`src/rtl/m2_pkg.sv`:
```
`timescale 1ns/1ps
// m2_pkg
// Shared constants and types for the M2 word serializer slice.
//   WORD_BITS      - bits per telemetry word (matches the filler's dataWord)
//   PTR_W          - width of the buffer read pointer (word index within a group)
//   GRP_W          - width of the group counter
//   IDX_W          - width of the bit index inside a word
//   GROUPS_DEFAULT - default number of groups per frame
//   state_t        - serializer FSM states
package m2_pkg;

  localparam int WORD_BITS      = 12;
  localparam int PTR_W          = 8;
  localparam int GRP_W          = 5;
  localparam int IDX_W          = 4;
  localparam int GROUPS_DEFAULT = 32;

  typedef enum logic [1:0] {
    IDLE  = 2'd0,
    REQ   = 2'd1,
    LATCH = 2'd2,
    SHIFT = 2'd3
  } state_t;

endpackage

```
`src/rtl/m2_bit_timer.sv`:
```
`timescale 1ns/1ps
// m2_bit_timer
// Divides the system clock into serial bit periods of BIT_DIV clocks.
// Ports:
//   i_clk        system clock, rising edge
//   i_reset      asynchronous active-high reset
//   i_run        advance the divider this clock
//   i_clear      force the divider back to 0 (wins over i_run)
//   o_bitStrobe  high while the divider is 0 (first clock of a bit)
//   o_halfStrobe high while the divider is BIT_DIV/2 (Manchester mid-bit)
//   o_lastCycle  high while the divider is BIT_DIV-1 (last clock of a bit)
module m2_bit_timer
  import m2_pkg::*;
#(
  parameter int BIT_DIV = 4
) (
  input  logic i_clk,
  input  logic i_reset,
  input  logic i_run,
  input  logic i_clear,
  output logic o_bitStrobe,
  output logic o_halfStrobe,
  output logic o_lastCycle
);

  localparam int DIV_W = $clog2(BIT_DIV);

  logic [DIV_W-1:0] r_div;

  // Divider counts 0..BIT_DIV-1 while running and wraps at the bit boundary.
  always_ff @(posedge i_clk or posedge i_reset) begin
    if (i_reset) begin
      r_div <= '0;
    end else if (i_clear) begin
      r_div <= '0;
    end else if (i_run) begin
      if (r_div == DIV_W'(BIT_DIV - 1)) begin
        r_div <= '0;
      end else begin
        r_div <= r_div + 1'b1;
      end
    end
  end

  // Strobes are qualified with i_run so nothing pulses while stopped.
  assign o_bitStrobe  = i_run && (r_div == '0);
  assign o_halfStrobe = i_run && (r_div == DIV_W'(BIT_DIV / 2));
  assign o_lastCycle  = i_run && (r_div == DIV_W'(BIT_DIV - 1));

endmodule

```
`src/rtl/m2_word_serializer.sv`:
```
`timescale 1ns/1ps
// m2_word_serializer
// Requests words from the M2 word filler, walks the buffer read pointer and
// group counter, and shifts each 12-bit word out MSB-first as a gapless
// serial telemetry stream toward the line driver.
// Build option: define M2_MANCHESTER_EN for Manchester (G.E. Thomas) line
// coding; the default build is NRZ. Request/strobe timing is identical.
// Ports:
//   i_clk          system clock, rising edge
//   i_reset        asynchronous active-high reset
//   i_enable       1 = run the stream, 0 = stop after the current word
//   i_dataWord     filler word, valid the clock after o_bufGetWord
//   o_bufGetWord   one-clock request pulse to the filler
//   o_bufRdPointer word index within the group carried by the request
//   o_grpOddity    group number carried by the request
//   o_serOut       serial line
//   o_bitStrobe    one-clock pulse aligned with the first clock of each bit
//   o_frameStart   bitStrobe of bit 11 of the word at pointer 0, group 0
module m2_word_serializer
  import m2_pkg::*;
#(
  parameter int BIT_DIV = 4,
  parameter int GROUPS  = GROUPS_DEFAULT
) (
  input  logic                 i_clk,
  input  logic                 i_reset,
  input  logic                 i_enable,
  input  logic [WORD_BITS-1:0] i_dataWord,
  output logic                 o_bufGetWord,
  output logic [PTR_W-1:0]     o_bufRdPointer,
  output logic [GRP_W-1:0]     o_grpOddity,
  output logic                 o_serOut,
  output logic                 o_bitStrobe,
  output logic                 o_frameStart
);

  localparam int MSB = WORD_BITS - 1;

`ifdef M2_MANCHESTER_EN
  localparam bit MANCHESTER = 1'b1;
`else
  localparam bit MANCHESTER = 1'b0;
`endif

  state_t               r_state;
  state_t               w_nextState;
  logic                 w_issueReq;
  logic                 w_load;
  logic                 w_shifting;
  logic                 w_bitStrobe;
  logic                 w_halfStrobe;
  logic                 w_lastCycle;
  logic                 w_secondHalf;
  logic                 w_lineBit;
  logic [WORD_BITS-1:0] r_shift;
  logic [IDX_W-1:0]     r_idx;
  logic [PTR_W-1:0]     r_nextPtr;
  logic [GRP_W-1:0]     r_nextGrp;
  logic [PTR_W-1:0]     r_ptr;
  logic [GRP_W-1:0]     r_grp;
  logic                 r_bufGetWord;
  logic                 r_serOut;
  logic                 r_bitStrobe;
  logic                 r_frameStart;
  logic                 r_wordIsFrame;
  logic                 r_prefetched;
  logic                 r_secondHalf;

  assign w_shifting = (r_state == SHIFT);

  m2_bit_timer #(
    .BIT_DIV (BIT_DIV)
  ) u_bitTimer (
    .i_clk        (i_clk),
    .i_reset      (i_reset),
    .i_run        (w_shifting),
    .i_clear      (!w_shifting),
    .o_bitStrobe  (w_bitStrobe),
    .o_halfStrobe (w_halfStrobe),
    .o_lastCycle  (w_lastCycle)
  );

  // State register.
  always_ff @(posedge i_clk or posedge i_reset) begin
    if (i_reset) begin
      r_state <= IDLE;
    end else begin
      r_state <= w_nextState;
    end
  end

  // Next state and request decision. The prefetch request is decided on the
  // last clock of bit 1 so the registered pulse, and the pointer it carries,
  // appear on the first clock of bit 0; the filler answer is then ready well
  // before the word boundary.
  always_comb begin
    w_nextState = r_state;
    w_issueReq  = 1'b0;
    unique case (r_state)
      IDLE: begin
        if (i_enable) begin
          w_nextState = REQ;
          w_issueReq  = 1'b1;
        end
      end
      REQ: begin
        w_nextState = LATCH;
      end
      LATCH: begin
        w_nextState = SHIFT;
      end
      SHIFT: begin
        if ((r_idx == IDX_W'(1)) && w_lastCycle && i_enable) begin
          w_issueReq = 1'b1;
        end
        if ((r_idx == '0) && w_lastCycle && !r_prefetched) begin
          w_nextState = IDLE;
        end
      end
      default: begin
        w_nextState = IDLE;
      end
    endcase
  end

  // A word is taken either after a cold request or at the final clock of the
  // previous word when a prefetch is outstanding, which keeps words gapless.
  assign w_load = (r_state == LATCH) ||
                  (w_shifting && (r_idx == '0) && w_lastCycle && r_prefetched);

  // Manchester: second half of each bit carries the inverted level.
  assign w_secondHalf = w_halfStrobe || r_secondHalf;
  assign w_lineBit    = r_shift[MSB] ^ (MANCHESTER & w_secondHalf);

  // Pointer bookkeeping: a request publishes the next pointer/group, and the
  // group advances when the pointer wraps, so pointer 0 goes out together
  // with the already-advanced group.
  always_ff @(posedge i_clk or posedge i_reset) begin
    if (i_reset) begin
      r_nextPtr    <= '0;
      r_nextGrp    <= '0;
      r_ptr        <= '0;
      r_grp        <= '0;
      r_bufGetWord <= 1'b0;
      r_prefetched <= 1'b0;
    end else begin
      r_bufGetWord <= w_issueReq;
      if (w_issueReq) begin
        r_ptr     <= r_nextPtr;
        r_grp     <= r_nextGrp;
        r_nextPtr <= r_nextPtr + 1'b1;
        if (r_nextPtr == '1) begin
          if (r_nextGrp == GRP_W'(GROUPS - 1)) begin
            r_nextGrp <= '0;
          end else begin
            r_nextGrp <= r_nextGrp + 1'b1;
          end
        end
      end
      if (w_load) begin
        r_prefetched <= 1'b0;
      end else if (w_issueReq) begin
        r_prefetched <= 1'b1;
      end
    end
  end

  // Shift register and bit index, plus the registered line outputs. Line
  // outputs lag the internal divider by one clock so bitStrobe and
  // frameStart line up with the first clock of each bit on serOut.
  always_ff @(posedge i_clk or posedge i_reset) begin
    if (i_reset) begin
      r_shift       <= '0;
      r_idx         <= '0;
      r_wordIsFrame <= 1'b0;
      r_secondHalf  <= 1'b0;
      r_serOut      <= 1'b0;
      r_bitStrobe   <= 1'b0;
      r_frameStart  <= 1'b0;
    end else begin
      if (w_load) begin
        r_shift       <= i_dataWord;
        r_idx         <= IDX_W'(MSB);
        r_wordIsFrame <= (r_ptr == '0) && (r_grp == '0);
      end else if (w_shifting && w_lastCycle && (r_idx != '0)) begin
        r_shift <= {r_shift[MSB-1:0], 1'b0};
        r_idx   <= r_idx - 1'b1;
      end

      if (w_lastCycle || !w_shifting) begin
        r_secondHalf <= 1'b0;
      end else if (w_halfStrobe) begin
        r_secondHalf <= 1'b1;
      end

      r_serOut     <= w_shifting ? w_lineBit : 1'b0;
      r_bitStrobe  <= w_bitStrobe;
      r_frameStart <= w_bitStrobe && (r_idx == IDX_W'(MSB)) && r_wordIsFrame;
    end
  end

  assign o_bufGetWord   = r_bufGetWord;
  assign o_bufRdPointer = r_ptr;
  assign o_grpOddity    = r_grp;
  assign o_serOut       = r_serOut;
  assign o_bitStrobe    = r_bitStrobe;
  assign o_frameStart   = r_frameStart;

endmodule
```
`config.mk`:
```
export PLATFORM = sky130hd
export DESIGN_NAME = m2_word_serializer
export DESIGN_NICKNAME = d
export VERILOG_FILES = /design/src/rtl/m2_pkg.sv /design/src/rtl/m2_bit_timer.sv /design/src/rtl/m2_word_serializer.sv
export SDC_FILE = /design/constraint.sdc
export NUM_CORES = 1
export LEC_CHECK = 0
export CAP_MARGIN = 25
export CORE_MARGIN = 1
export CORE_UTILIZATION = 45
export CTS_BUF_LIST = sky130_fd_sc_hd__clkbuf_4
export DETAILED_ROUTE_END_ITERATION = 12
export GPL_TIMING_DRIVEN = 0
export PLACE_DENSITY = 0.67
export SETUP_SLACK_MARGIN = 0.15
export SYNTH_ARGS = -nofsm -noshare
export SYNTH_HDL_FRONTEND = slang
export SYNTH_SLANG_ARGS = --single-unit
```
`constraint.sdc`:
```
create_clock -name i_clk -period 3.6 [get_ports i_clk]
set_clock_uncertainty 0.05 [all_clocks]
set_input_delay 1.08 -clock i_clk [delete_from_list [all_inputs] [get_ports i_clk]]
set_output_delay 1.08 -clock i_clk [all_outputs]
set_load 0.01 [all_outputs]
```
# Word level (Yosys, flattened, before mapping)

Index checks and enable logic that the tools add are counted.

Bits in registers: 52
Input port bits: 15
Logic and storage cells: 70

Mux-type cells: 16
Reduce and logical (&&, ||, !) cells: 26
Add/sub/neg operators: 4
Eq/ne operators: 10

Operator list:

| operator                                                               | count |
|---|---|
| 12-bit two-way mux                                                     | 2 |
| 1-bit logical AND                                                      | 14 |
| 8-bit by 1-bit adder with 8-bit output (second input constant)         | 1 |
| 8-bit equality test (second input constant)                            | 1 |
| 8-bit zero test                                                        | 1 |
| 2-bit two-way mux                                                      | 4 |
| 4-bit two-way mux                                                      | 2 |
| 2-bit one-hot mux with 4 select lines                                  | 1 |
| 2-bit equality test (second input constant)                            | 3 |
| 5-bit by 1-bit adder with 5-bit output (second input constant)         | 1 |
| 5-bit equality test (second input constant)                            | 1 |
| 5-bit zero test                                                        | 1 |
| 1-bit two-way mux                                                      | 5 |
| 5-bit two-way mux                                                      | 1 |
| 4-bit by 1-bit equality test with 1-bit output (second input constant) | 1 |
| 4-bit equality test (second input constant)                            | 1 |
| 2-bit zero test                                                        | 2 |
| 4-bit zero test                                                        | 1 |
| 2-bit != test (second input constant)                                  | 2 |
| 2-bit AND reduction                                                    | 2 |
| 2-bit nonzero test                                                     | 2 |
| 4-bit nonzero test                                                     | 1 |
| 4-bit by 1-bit subtractor with 4-bit output (second input constant)    | 1 |
| 2-bit by 1-bit adder with 2-bit output (second input constant)         | 1 |
| 4 further kinds                                                        | 4 |

# Longest topological paths before layout

Gate-level depths: netlist of run 1.

Depth in word-level cells: 8
Depth in mapped cells: 8

# Hierarchy

Synthesis of run 1 repeated with hierarchy kept, for this count alone.

Cells, all modules: 224
Area total of the unflattened synthesis: 2488.6 sq um

By module, submodules not included:

| module             | cells an instance | times used | area each (sq um) |
|---|---|---|---|
| m2_word_serializer | 209               | 1          | 2336.0 |
| m2_bit_timer       | 15                | 1          | 152.6 |

# Least setup slack after synthesis of run 1

Ideal clock, no wire load.

Kind: input to register
From: input i_enable
To: register r_nextGrp[4]
Arrival: 2.036 ns
Data required time: 3.425 ns
Library setup time: 0.125 ns
Setup slack: 1.389 ns
Cell stages on the path: 4
Cell sequence: and3b_1 a32oi_2 or2_4 mux2_4

Word-level cells in the longest chain between the ends: 4
Elaborated cells on any way between the ends: 5
Classes of those cells: mux (3); reduce/logical (2)

RTL lines:

| element                                   | line                      | source |
|---|---|---|
| start: declaration                        | m2_word_serializer.sv:27  | `input logic i_enable,` |
| 1-bit logical AND                         | m2_word_serializer.sv:113 | `if ((r_idx == IDX_W'(1)) && w_lastCycle && i_enable) begin` |
| 1-bit two-way mux                         | m2_word_serializer.sv:113 |  |
| 1-bit one-hot mux with 2 select lines (*) | m2_word_serializer.sv:99  | `unique case (r_state)` |
| 2-bit AND reduction (no source line) (*)  | -                         |  |
| end signal: assignment                    | m2_word_serializer.sv:156 | `r_nextGrp <= r_nextGrp + 1'b1;` |
| end: declaration                          | m2_word_serializer.sv:58  | `logic [GRP_W-1:0] r_nextGrp;` |

Every way passes the cells marked *; elsewhere a longest branch is shown, timed or not.
A chain may end at the register's enable or synchronous reset.

# Worst setup path in the final report of run 1

From: input i_enable
To: register r_nextPtr[1]

Word-level cells in the longest chain between the ends: 3
Elaborated cells on any way between the ends: 4
Classes of those cells: mux (3); reduce/logical (1)

RTL lines:

| element                                   | line                      | source |
|---|---|---|
| 1-bit logical AND                         | m2_word_serializer.sv:113 |  |
| 1-bit two-way mux                         | m2_word_serializer.sv:113 |  |
| 1-bit one-hot mux with 2 select lines (*) | m2_word_serializer.sv:99  |  |
| end signal: assignment                    | m2_word_serializer.sv:151 | `r_nextPtr <= r_nextPtr + 1'b1;` |
| end: declaration                          | m2_word_serializer.sv:57  | `logic [PTR_W-1:0] r_nextPtr;` |

Marks and branches as above.

==> results of run 1 <==
[sequential cells by signal, summed over array words and instances (netlist names)]
register and cells:
u_bitTimer.r_div 2, r_idx 4, r_wordIsFrame 1, o_serOut 1, o_bufRdPointer 8, o_bitStrobe 1
r_prefetched 1, o_frameStart 1, r_nextGrp 5, r_nextPtr 8, r_shift 12, o_bufGetWord 1
r_state 2, o_grpOddity 5
[worst max-delay path by stage]
stage,to
after floorplan,o_bitStrobe
after global placement,o_bufRdPointer[2]
after detailed placement,o_grpOddity[4]
after CTS,o_bufRdPointer[6]
after global routing,o_bufRdPointer[0]
final,r_nextPtr[1]
[kinds of logic (layout without fill, tap and decap cells)]
| logic type | Yosys count | count (layout) | synth area share |
|---|---|---|---|
| multiplexers | 3 | 3 | 0.01509 |
| flip-flops | 52 | 52 | 0.5411 |
| AND/OR/NAND/NOR | 124 | 124 | 0.2331 |
| buffers and inverters | 19 | 59 | 0.03382 |
| AO/OA/AOI/OAI | 26 | 26 | 0.07805 |
| adder cells (fa/ha/maj) | 12 | 12 | 0.06243 |
| XOR/XNOR | 10 | 10 | 0.03642 |
[final cells by class]
class	instances	area share
Tap cell	70	0.03017
Sequential cell	52	0.4483
Timing Repair Buffer	32	0.1138
Clock inverter	2	0.01207
Clock buffer	6	0.01552
Buffer	8	0.01379
Multi-Input combinational cell	175	0.3522
Inverter	11	0.01422
[per-stage QoR]
stage	area, um2	utilization
final	2903	0.5648
after global routing	2903	0.5648
after CTS	2903	0.5648
after global placement	2803	0.5453
after floorplan	2405	-
after detailed placement	2823	0.5492
[worst max-delay path, cell delays in order]
cell	delay (ps)
clkdlybuf4s50_1	440
and3b_1	200
a32oi_2	380
buf_4	260
buf_2	260
nand2_1	80
nand2_1	70
[layer usage]
layer / track usage / up-vias / wire length, um
met2: 0.3153 / 21 / 2296
met3: 0.02811 / 7 / 129
met4: 0.09015 / 0 / 53
met5: 0 / - / 0
met1: 0.2543 / 851 / 2192
li1: - / 902 / -
[synthesized netlist by cell type (2+ instances only)]
master	instances	share of area
nand4_1	3	0.0078
nor2b_1	2	0.0052
clkbuf_1	2	0.0031
xor2_1	4	0.015
buf_2	5	0.010
inv_1	10	0.016
ha_1	12	0.062
nand2_1	73	0.11
dfrtp_1	52	0.54
nand3_1	6	0.012
a31oi_1	11	0.029
nor4_1	4	0.010
o21ai_0	4	0.0083
nor3_1	5	0.010
and3b_1	2	0.0073
and2_1	5	0.013
o31ai_1	2	0.0062
nor2_1	15	0.023
xnor2_1	6	0.022
[power breakdown]
part           switching [uW]  internal [uW]  total, uW
Combinational            25.9           25.4       51.3
Sequential               1.77            588        590
Clock                     184            153        337
==> impl_metrics.toml, run 1 <==
[global_routing]
grt.total_usage = 0.1929
antenna_found_initial = 0
grt_pass1_vias = 1748
grt_max_degree = 39
overflow = 0
grt_pass1_wl_um = 7976

[setup_path]
r2r_start = "r_state[1]"
crit_fanout = 10
cp.required_ps = 3870
cp.arrival_ps = 2760
r2r_cells = 8
reg2reg_to = "r_nextPtr[1]"
endpoint_kind = "flop"
startpoint = "i_enable"
r2r_slack_ps = 1470
worstSetupPathType = "input port to flop"
crit_path_start_kind = "input port"

[status]
status = "finished, final reports clean"

[timing]
tightest_slew_ps = 449.6
fin_crit_sh = 0.6925
hold_ws_ps = 437.5
fin_setup_tns_ps = 0
max_freq_mhz = 401.1
relSlewSlack = 0.7003
hold_viol = 0
drv_slew = 0
layout_min_cycle_time_ps = 2493
finalWorstSetupSlack_ps = 1107
grt_setup_unrepaired = "no"
setup_viol = 0

[floorplanning]
fp.dieH_um = 75.10
die_x_um = 75.10
start_util = 0.4679
core_um2 = 5140
ioPinCount = 32
dieArea_um2 = 5640
rows = 26

[drt]
via_per_inst = 5.003
ant_nets = 0
drtIter0Drc = 102
drt_wl_total_um = 4670
wl_per_cell_um = 13.12
dr_total_vias = 1781
first_pass_iters = 4
drc = 0

[finish]
drive_gt1_frac = 0.08741
seqCellArea_um2 = 1301
final_nets = 312
final_cell_mix = "73 x nand2_1, 52 x dfrtp_1, 31 x clkdlybuf4s50_1"
finalNonFillerCells = 356
layout_commonest_cell = "nand2_1"
syn_to_final_growth_pct = 20.71
multi_input_area_um2 = 1022
fillers = 507
diodes = 0

[synth]
synth_area_per_cell_um2 = 9.776
yosysSeqAreaShare = 0.5411
yosysWarnings = 0
synth_cell_types = 42
syn-instance-count = 246
synth_edf_count = 0
syn-num-nets = 273
async_flop_share = 1.000
ys_ff_latch = 52
synth_ff_type = "dfrtp_1"
synth_area_um2 = 2405

[power_and_ir_drop]
powerDensity_nw_per_um2 = 337.0
p_leak_uw = 0.001433
totalPowerFinal_uw = 978.3
vdd_drop_max_uv = 138.5

[place]
dpl.hpwl_um = 3337
finalWeightedCongestion = 0.7901
dpl_worst_slack_ps = 713.9
dp.cells = 348
io_buffers = 31

[clock_tree]
clk_latency_ps = 380
cts_buffers = 5
clk_pin_slew_worst_paths_ps = 140
clk_path_buf_depth = 2
cts_root_buf = "clkbuf_4"
cts_hold_buf = 0
postCtsSetupBuffers = 0
cts_tree = "built"
htreeDepth = 2
cts_resized = 0
cts.sinks = 52

[job]
maxCapViolations = 0

[hold_path]
min_from = "u_bitTimer.r_div[0]"
holdPathStages = 1
holdPathEnd = "u_bitTimer.r_div[0]"
hold_path_class = "flop to flop"
No activity file was read; power rests on OpenSTA's default activity.
==> run 2: changes to the inputs <==
==> constraint.sdc (replaced) <==
create_clock -name i_clk -period 2.33 [get_ports i_clk]
set_clock_uncertainty 0.05 [all_clocks]
set_input_delay 0.699 -clock i_clk [delete_from_list [all_inputs] [get_ports i_clk]]
set_output_delay 0.699 -clock i_clk [all_outputs]
set_load 0.01 [all_outputs]
==> impl_metrics.toml, run 2 (synthesized netlist as in run 1, its figures left out) <==
[setup_path]
cp.arrival_ps = 1360
cp.required_ps = 1580
r2r_start = "r_state[1]"
r2r_slack_ps = 310
endpoint_kind = "primary output"
reg2reg_to = "r_nextGrp[4]"
r2r_cells = 6
crit_end = "o_bufRdPointer[6]"
crit_buf_inv = 1
crit_path_start_kind = "flop"
path_cells = "clkdlybuf4s50_1"
worstSetupPathType = "flop to primary output"
cp_top_family = "buffers and inverters"
crit_fanout = 3
worst_path_max_delay_cell = "clkdlybuf4s50_1"
cp.depth = 1
slowest_delay_ps = 550
startpoint = "o_bufRdPointer[6]"

[clock_tree]
clk_path_buf_depth = 2
cts.sinks = 52
cts_tree = "built"
cts_root_buf = "clkbuf_4"
cts_buffers = 5
clk_pin_slew_worst_paths_ps = 150
clk_latency_ps = 370
htreeDepth = 2

[drt]
wl_per_cell_um = 13.20
ant_nets = 0
first_pass_iters = 4
via_per_inst = 5.008
drtIter0Drc = 125
drt_wl_total_um = 4699
drc = 0
dr_total_vias = 1783

[finish]
final_nets = 312
largest-register = "r_shift"
syn_to_final_growth_pct = 21.64
drive_gt1_frac = 0.09441
largest_register_ff_count = 12
finalCoreUtilization = 0.5691
final_cell_mix = "73 x nand2_1, 52 x dfrtp_1, 31 x clkdlybuf4s50_1"
diodes = 0
layout_commonest_cell = "nand2_1"

[timing]
finalWorstSetupSlack_ps = 223.4
drv_slew = 0
fin_crit_sh = 0.9041
hold_ws_ps = 437.6
max_freq_mhz = 474.7
relSlewSlack = 0.7408
hold_viol = 0
layout_min_cycle_time_ps = 2107
setup_viol = 0
grt_setup_unrepaired = "no"
fin_setup_tns_ps = 0
tightest_slew_ps = 383.7

[floorplanning]
core_um2 = 5140
rows = 26
start_util = 0.4679
die_x_um = 75.10
ioPinCount = 32
fp.dieH_um = 75.10
dieArea_um2 = 5640

[power_and_ir_drop]
pwr-share-clk = 0.343
pwr-share-seq = 0.604
vdd_drop_max_uv = 213.7
powerDensity_nw_per_um2 = 516.0
p_int_uw = 1185
p_sw_uw = 324.5
p_leak_uw = 0.001444
switching_share = 0.2150
p_comb_frac = 0.053

[place]
finalWeightedCongestion = 0.7901
io_buffers = 31
dpl.hpwl_um = 3337
dpl_worst_slack_ps = -175.1

[global_routing]
grt.total_usage = 0.1929
overflow = 0
grt_pass1_wl_um = 7976
grt_pass1_vias = 1748
grt_max_degree = 39
antenna_found_initial = 0

[job]
maxCapViolations = 0

[status]
status = "finished, final reports clean"

[hold_path]
hold_path_class = "flop to flop"
==> run 2: how the worst min path moves through the flow <==
stage                        startpoint                  end  slack, ps  cells past startpoint
global placement    u_bitTimer.r_div[0]  u_bitTimer.r_div[0]        400                      1
finish              u_bitTimer.r_div[0]  u_bitTimer.r_div[0]        440                      1
floorplan           u_bitTimer.r_div[0]  u_bitTimer.r_div[0]        390                      1
detailed placement  u_bitTimer.r_div[0]  u_bitTimer.r_div[0]        420                      1
CTS                 u_bitTimer.r_div[0]  u_bitTimer.r_div[0]        440                      1
global route        u_bitTimer.r_div[0]  u_bitTimer.r_div[0]        460                      1
==> run 2: area by class of cell <==
class | instances | area [um2]
fill | 511 | 2215
sequential | 52 | 1301
multi-input combinational | 175 | 1033
timing repair buffer | 32 | 330.3
tap | 70 | 87.58
buffer | 8 | 51.30
clock buffer | 6 | 45.04
inverter | 11 | 41.29
clock inverter | 2 | 35.03
==> run 2: power groups by stage <==
stage,clock (uW),sequential (uW),combinational (uW)
2_1_floorplan,0,928,39.4
3_3_place_gp,0,928,76.3
3_5_place_dp,0,928,81.3
4_1_cts,532,911,82.1
5_1_grt,566,912,91.8
6_report,518,911,80.1
==> run 2: timing repair <==
action,CTS,global route
hold buffers,0,0
buffers inserted,0,0
setup endpoints to repair,0,19
gates resized for setup,0,8
==> run 2: stage by stage <==
stage / cells / cell area, um2 / total power (uW)
floorplan: 246 / 2405 / 967.2
finish: 356 / 2925 / 1509
global route: 356 / 2925 / 1570
global placement: 347 / 2803 / 1004
detailed placement: 348 / 2823 / 1009
CTS: 356 / 2903 / 1526
==> run 2: routing by layer <==
metal / vias to the layer above / part of all wire / track usage
li1: 901 / - / -
met1: 854 / 0.47 / 0.2543
met2: 21 / 0.49 / 0.3153
met3: 7 / 0.025 / 0.02811
met4: 0 / 0.011 / 0.09015
met5: - / 0 / 0
